$ cat config.mk
export PLATFORM = sky130hd
export DESIGN_NAME = tdr_multishot_capture_flat
export DESIGN_NICKNAME = d
export VERILOG_FILES = /design/src/rtl/tdr_multishot_capture_if.sv /design/src/rtl/tdr_multishot_capture.sv /design/src/flat_wrapper.sv
export SDC_FILE = /design/constraint.sdc
export NUM_CORES = 1
export LEC_CHECK = 0
export ABC_AREA = 1
export CAP_MARGIN = 5
export CORE_UTILIZATION = 33
export DETAILED_ROUTE_END_ITERATION = 8
export PLACE_DENSITY_LB_ADDON = 0.25
export SETUP_SLACK_MARGIN = 0.1
export SKIP_CTS_REPAIR_TIMING = 1
export SYNTH_ARGS = -nofsm -noshare
export SYNTH_HDL_FRONTEND = slang
export SYNTH_SLANG_ARGS = --single-unit
$ cat constraint.sdc
create_clock -name clk -period 11.78 [get_ports clk]
set_input_delay 1.767 -clock clk [delete_from_list [all_inputs] [get_ports clk]]
set_output_delay 1.767 -clock clk [all_outputs]
set_load 0.02 [all_outputs]
$ cat src/rtl/tdr_multishot_capture_if.sv
// Result stream from the TDR capture engine: one accumulated bin per transfer, valid/ready handshake.
interface tdr_multishot_capture_if #(
  parameter int ACC_W = 13,
  parameter int IDX_W = 5
);
  logic             out_valid;
  logic             out_ready;
  logic [ACC_W-1:0] out_data;
  logic [IDX_W-1:0] out_index;
  logic             out_last;

  modport master (output out_valid, out_data, out_index, out_last, input out_ready);
  modport slave  (input out_valid, out_data, out_index, out_last, output out_ready);
endinterface

$ cat src/rtl/tdr_multishot_capture.sv
// TDR capture: pulse, programmable delay, WINDOW-sample capture summed over N shots, then bins streamed out.
// First bin is presented the cycle after the last capture; stream holds data/index/last while out_ready is low.
module tdr_multishot_capture #(
  parameter  int SAMPLE_W  = 8,
  parameter  int WINDOW    = 32,
  parameter  int MAX_DELAY = 255,
  parameter  int MAX_SHOTS = 16,
  localparam int DELAY_W   = $clog2(MAX_DELAY + 1),
  localparam int SHOT_W    = $clog2(MAX_SHOTS + 1),
  localparam int ACC_W     = SAMPLE_W + SHOT_W,
  localparam int IDX_W     = $clog2(WINDOW)
) (
  input  logic                clk,
  input  logic                rst_n,
  input  logic                enable,
  input  logic                trigger,
  input  logic [DELAY_W-1:0]  delay_cfg,
  input  logic [SHOT_W-1:0]   shots_cfg,
  output logic                tx_pulse,
  input  logic [SAMPLE_W-1:0] rx_sample,
  tdr_multishot_capture_if.master out_if,
  output logic                busy,
  output logic                done,
  output logic                overrun
);

  typedef enum logic [2:0] {IDLE, FIRE, WAIT, CAPTURE, STREAM} state_t;

  state_t             state;
  logic [DELAY_W-1:0] delay_q;
  logic [DELAY_W-1:0] wait_cnt;
  logic [SHOT_W-1:0]  shots_q;
  logic [SHOT_W-1:0]  shot_cnt;
  logic [SHOT_W-1:0]  shots_clamped;
  logic [IDX_W-1:0]   idx;
  logic               out_valid_q;
  logic               out_last_q;
  logic [ACC_W-1:0]   out_data_q;
  logic [ACC_W-1:0]   acc [WINDOW];

  localparam logic [IDX_W-1:0] LAST_IDX = IDX_W'(WINDOW - 1);

  always_comb begin
    shots_clamped = shots_cfg;
    if (shots_cfg == '0)
      shots_clamped = SHOT_W'(1);
    else if (shots_cfg > SHOT_W'(MAX_SHOTS))
      shots_clamped = SHOT_W'(MAX_SHOTS);
  end

  assign busy    = (state != IDLE);
  assign overrun = trigger && busy;

  assign out_if.out_valid = out_valid_q;
  assign out_if.out_data  = out_data_q;
  assign out_if.out_index = idx;
  assign out_if.out_last  = out_last_q;

  // Shot 0 overwrites, so the array needs no reset or clear pass.
  always_ff @(posedge clk) begin
    if (state == CAPTURE)
      acc[idx] <= (shot_cnt == '0) ? ACC_W'(rx_sample) : acc[idx] + ACC_W'(rx_sample);
  end

  always_ff @(posedge clk or negedge rst_n) begin
    if (!rst_n) begin
      state       <= IDLE;
      delay_q     <= '0;
      wait_cnt    <= '0;
      shots_q     <= '0;
      shot_cnt    <= '0;
      idx         <= '0;
      tx_pulse    <= 1'b0;
      done        <= 1'b0;
      out_valid_q <= 1'b0;
      out_last_q  <= 1'b0;
      out_data_q  <= '0;
    end else begin
      tx_pulse <= 1'b0;
      done     <= 1'b0;
      if (state != IDLE && !enable) begin
        state       <= IDLE;
        idx         <= '0;
        out_valid_q <= 1'b0;
        out_last_q  <= 1'b0;
      end else begin
        case (state)
          IDLE: begin
            if (trigger && enable) begin
              delay_q  <= delay_cfg;
              shots_q  <= shots_clamped;
              shot_cnt <= '0;
              tx_pulse <= 1'b1;
              state    <= FIRE;
            end
          end
          FIRE: begin
            idx <= '0;
            if (delay_q != '0) begin
              wait_cnt <= delay_q - DELAY_W'(1);
              state    <= WAIT;
            end else begin
              state <= CAPTURE;
            end
          end
          WAIT: begin
            if (wait_cnt == '0)
              state <= CAPTURE;
            else
              wait_cnt <= wait_cnt - DELAY_W'(1);
          end
          CAPTURE: begin
            if (idx == LAST_IDX) begin
              idx <= '0;
              if (shot_cnt < shots_q - SHOT_W'(1)) begin
                shot_cnt <= shot_cnt + SHOT_W'(1);
                tx_pulse <= 1'b1;
                state    <= FIRE;
              end else begin
                // Bin 0 is already final while the last bin is being written.
                out_valid_q <= 1'b1;
                out_last_q  <= 1'b0;
                out_data_q  <= acc[0];
                state       <= STREAM;
              end
            end else begin
              idx <= idx + IDX_W'(1);
            end
          end
          STREAM: begin
            if (out_if.out_ready) begin
              if (idx == LAST_IDX) begin
                idx         <= '0;
                out_valid_q <= 1'b0;
                out_last_q  <= 1'b0;
                done        <= 1'b1;
                state       <= IDLE;
              end else begin
                idx        <= idx + IDX_W'(1);
                out_data_q <= acc[idx + IDX_W'(1)];
                out_last_q <= ((idx + IDX_W'(1)) == LAST_IDX);
              end
            end
          end
          default: state <= IDLE;
        endcase
      end
    end
  end

endmodule

$ cat src/flat_wrapper.sv
// flat-port wrapper written by rule: the top's interface ports become plain ports
module tdr_multishot_capture_flat 
#(
  parameter  int SAMPLE_W  = 8,
  parameter  int WINDOW    = 32,
  parameter  int MAX_DELAY = 255,
  parameter  int MAX_SHOTS = 16,
  localparam int DELAY_W   = $clog2(MAX_DELAY + 1),
  localparam int SHOT_W    = $clog2(MAX_SHOTS + 1),
  localparam int ACC_W     = SAMPLE_W + SHOT_W,
  localparam int IDX_W     = $clog2(WINDOW)
)
  (clk, rst_n, enable, trigger, delay_cfg, shots_cfg, tx_pulse, rx_sample, busy, done, overrun, out_if_out_valid, out_if_out_data, out_if_out_index, out_if_out_last, out_if_out_ready);
  tdr_multishot_capture_if #(.ACC_W(13), .IDX_W(5)) out_if_i ();
  input  logic clk;
  input  logic rst_n;
  input  logic enable;
  input  logic trigger;
  input  logic [DELAY_W-1:0] delay_cfg;
  input  logic [SHOT_W-1:0] shots_cfg;
  output logic tx_pulse;
  input  logic [SAMPLE_W-1:0] rx_sample;
  output logic busy;
  output logic done;
  output logic overrun;
  output wire logic [$bits(out_if_i.out_valid)-1:0] out_if_out_valid;
  output wire logic [$bits(out_if_i.out_data)-1:0] out_if_out_data;
  output wire logic [$bits(out_if_i.out_index)-1:0] out_if_out_index;
  output wire logic [$bits(out_if_i.out_last)-1:0] out_if_out_last;
  input wire logic [$bits(out_if_i.out_ready)-1:0] out_if_out_ready;
  assign out_if_out_valid = out_if_i.out_valid;
  assign out_if_out_data = out_if_i.out_data;
  assign out_if_out_index = out_if_i.out_index;
  assign out_if_out_last = out_if_i.out_last;
  assign out_if_i.out_ready = out_if_out_ready;
  tdr_multishot_capture #(.SAMPLE_W(SAMPLE_W), .WINDOW(WINDOW), .MAX_DELAY(MAX_DELAY), .MAX_SHOTS(MAX_SHOTS)) u_core (.clk(clk), .rst_n(rst_n), .enable(enable), .trigger(trigger), .delay_cfg(delay_cfg), .shots_cfg(shots_cfg), .tx_pulse(tx_pulse), .rx_sample(rx_sample), .out_if(out_if_i), .busy(busy), .done(done), .overrun(overrun));
endmodule
==> results.sh <==
export IMPL_routed_via_density=5.53
export IMPL_tightest_slew_ns=1.25
export IMPL_hold_path_class="register to register"
export IMPL_synth_area_um2=24000
export IMPL_synth_area_top_cells="edfxtp_1 52%, nand2_1 9.3%, o21ai_0 7.7%"
export IMPL_clock_skew_ns=0.0352
export IMPL_synth_async_sr_flop_share_pct=10.9
export IMPL_slew_viol_final=0
export IMPL_antenna_found_initial=0
export IMPL_wl_per_cell_um=22.5
export IMPL_vias=20000
export IMPL_clk_path_buf_depth=3
export IMPL_required_ns=12.21
export IMPL_power_density_nw_per_um2=192
export IMPL_ios=50
export IMPL_grt_usage_pct=21.7
export IMPL_leakagePower_uw=0.0101
export IMPL_fin_nets=2673
export IMPL_yosys_area_top_type="edfxtp_1"
export IMPL_rsz0062_at_grt="false"
export IMPL_drtAntennaViolNets=0
export IMPL_synth_cell_types=48
export IMPL_synth_top_area_share_pct=52.1
export IMPL_core_area_um2=71700
export IMPL_ys_flop_type="edfxtp_1"
export IMPL_status="finished clean"
export IMPL_critical_path_class="register to register"
export IMPL_setup_tns_final_ns=0
export IMPL_postSynthCellCount=2651
export IMPL_die_h_um=271
export IMPL_crit_arrival_ns=6.79
export IMPL_peakVddDrop_v=0.000111
export IMPL_clock_sinks=467
export IMPL_grt_overflow=0
export IMPL_die_w_um=271
export IMPL_finalCritPeriodShare_pct=54.0
export IMPL_dr_pass1_iters=6
export IMPL_post_route_drc_count=0
export IMPL_areaGrowthSynthToFinish_pct=11.6
export IMPL_drive_gt1_share_pct=6.65
export IMPL_gp_congestion=0.924
export IMPL_hold_viol_final=0
export IMPL_synth_seq_cells=467
export IMPL_die_area_um2=73700
export IMPL_synth_edf_count=416
export IMPL_grt_pass1_vias=18800
export IMPL_syn_nets=2699
export IMPL_yosysWarningCount=0
export IMPL_setup_ws_ns=5.42
export IMPL_whs_ns=0.478
export IMPL_startpoint_type="register"
export IMPL_final_cell_mix="594 x nand2_1, 416 x edfxtp_1, 397 x nor2_1"
export IMPL_grt_pass1_wl_um=121000
export IMPL_drt_iter0_markers=2217
export IMPL_initial_core_util_pct=33.4
export IMPL_clock_latency_ns=0.61
export IMPL_syn_avg_cell_area_um2=9.04
export IMPL_setup_viol=0
export IMPL_end_kind="register"
export IMPL_grt_max_degree=208
export IMPL_slew_headroom_pct=16.4
export IMPL_numCtsBuffers=50
export IMPL_clkSlewWorstSetupHoldPaths_ns=0.06
export IMPL_post_place_ws_ns=5.61
export IMPL_tritoncts="yes"
export IMPL_dp_hpwl_um=50500
export IMPL_finalWirelength_um=81200
export IMPL_ys_seq_area_share_pct=57.5
export IMPL_maxCapViolations=0
export IMPL_num_antenna_cells=0
export IMPL_root_buffer="clkbuf_16"
export IMPL_h_tree_depth=2
export IMPL_period_needed_ns=6.36
export IMPL_clock_fmax_mhz=157
export IMPL_path_max_fanout=69
export IMPL_final_common_cell="nand2_1"
export IMPL_io_buffers=49
export IMPL_row_count=98
[worst max-delay path, stage by stage, from the launching register on]
cell and delay, ns:
dfrtp_4 0.96, clkinv_2 0.88, buf_4 0.69, o21ai_0 0.20, o22ai_1 0.16, a22o_1 0.27
nor2_1 0.25, nand4_1 0.13, ha_1 0.39, nand3_1 0.11, nand3_1 0.09, inv_1 0.06
nor2_1 0.08, nor2_1 0.07, o21ai_0 0.34, nand2_1 0.14, nor2_1 0.20, a21oi_1 0.11
nor2_2 0.60, buf_4 0.34
[worst paths after layout]
path / depth (start not counted) / slack (ns) / end / from
max reg2reg: 19 / 5.42 / u_core.acc[11][12] / u_core.out_if.out_index[1]
max: 19 / 5.42 / u_core.acc[11][12] / u_core.out_if.out_index[1]
min in group asynchronous: 2 / 1.30 / u_core.shots_q[2] / rst_n
min reg2reg: 2 / 0.48 / u_core.out_if.out_data[12] / u_core.out_if.out_data[12]
max in group asynchronous: 2 / 9.96 / u_core.out_if.out_index[1] / rst_n
min: 2 / 0.48 / u_core.out_if.out_data[12] / u_core.out_if.out_data[12]
[synth_stat cells, types with 20 or more instances]
master and instances:
nand2_1 594, o21ai_0 368, inv_1 142, clkbuf_1 73, nand3_1 122, dfrtp_1 51, buf_2 47, o22ai_1 155
buf_6 24, a21oi_1 73, nor2_1 422, ha_1 21, edfxtp_1 416, buf_4 20
[per-layer routing]
layer / GRT usage, % / vias to the layer above / part of all wire [%]
met5: 0 / - / 0
met4: 8.97 / 0 / 4.3
met3: 2.64 / 169 / 7.4
met2: 34.2 / 922 / 45
met1: 30.2 / 9765 / 43
li1: - / 9111 / -
[logic make-up (layout without fill, tap and decap cells)]
kind of cell,after synthesis,in the layout,share of synthesized area (%)
AO/OA/AOI/OAI,647,647,14.8
XOR/XNOR,11,11,0.512
adder cells (fa/ha/maj),22,22,1.18
buffers and inverters,321,332,6.39
flip-flops,467,467,57.5
AND/OR/NAND/NOR,1183,1183,19.7
[power by group]
part           switching (uW)  internal [uW]
clock network             665            871
logic                    1090            426
registers                53.1           2020
total                    1810           3320
[layout make-up]
type,count,area (um^2)
Multi-Input combinational cell,1863,8850
Tap cell,950,1190
Sequential cell,467,13800
Inverter,152,579
Clock inverter,31,239
Timing Repair Buffer,91,813
Clock buffer,58,1300
Fill cell,7124,45000
[metrics by stage]
stage                     utilization [%]  power [uW]  cell area, um^2  std cells
after floorplan                         -        3120            24000       2651
after global placement               35.1        3580            25200       3523
after detailed placement             35.1        3610            25200       3523
after CTS                            37.3        5130            26700       3612
after global routing                 37.3        5370            26700       3612
final                                37.3        5130            26700       3612
[registers in the layout (all words and copies together) (netlist names)]
register	cells
u_core.acc	416
u_core.delay_q	8
u_core.done	1
u_core.out_if.out_data	13
u_core.out_if.out_index	5
u_core.out_if.out_last	1
u_core.out_if.out_valid	1
u_core.shot_cnt	5
u_core.shots_q	5
u_core.state	3
u_core.tx_pulse	1
u_core.wait_cnt	8
Note: power is estimated with default switching activity, not from simulation.
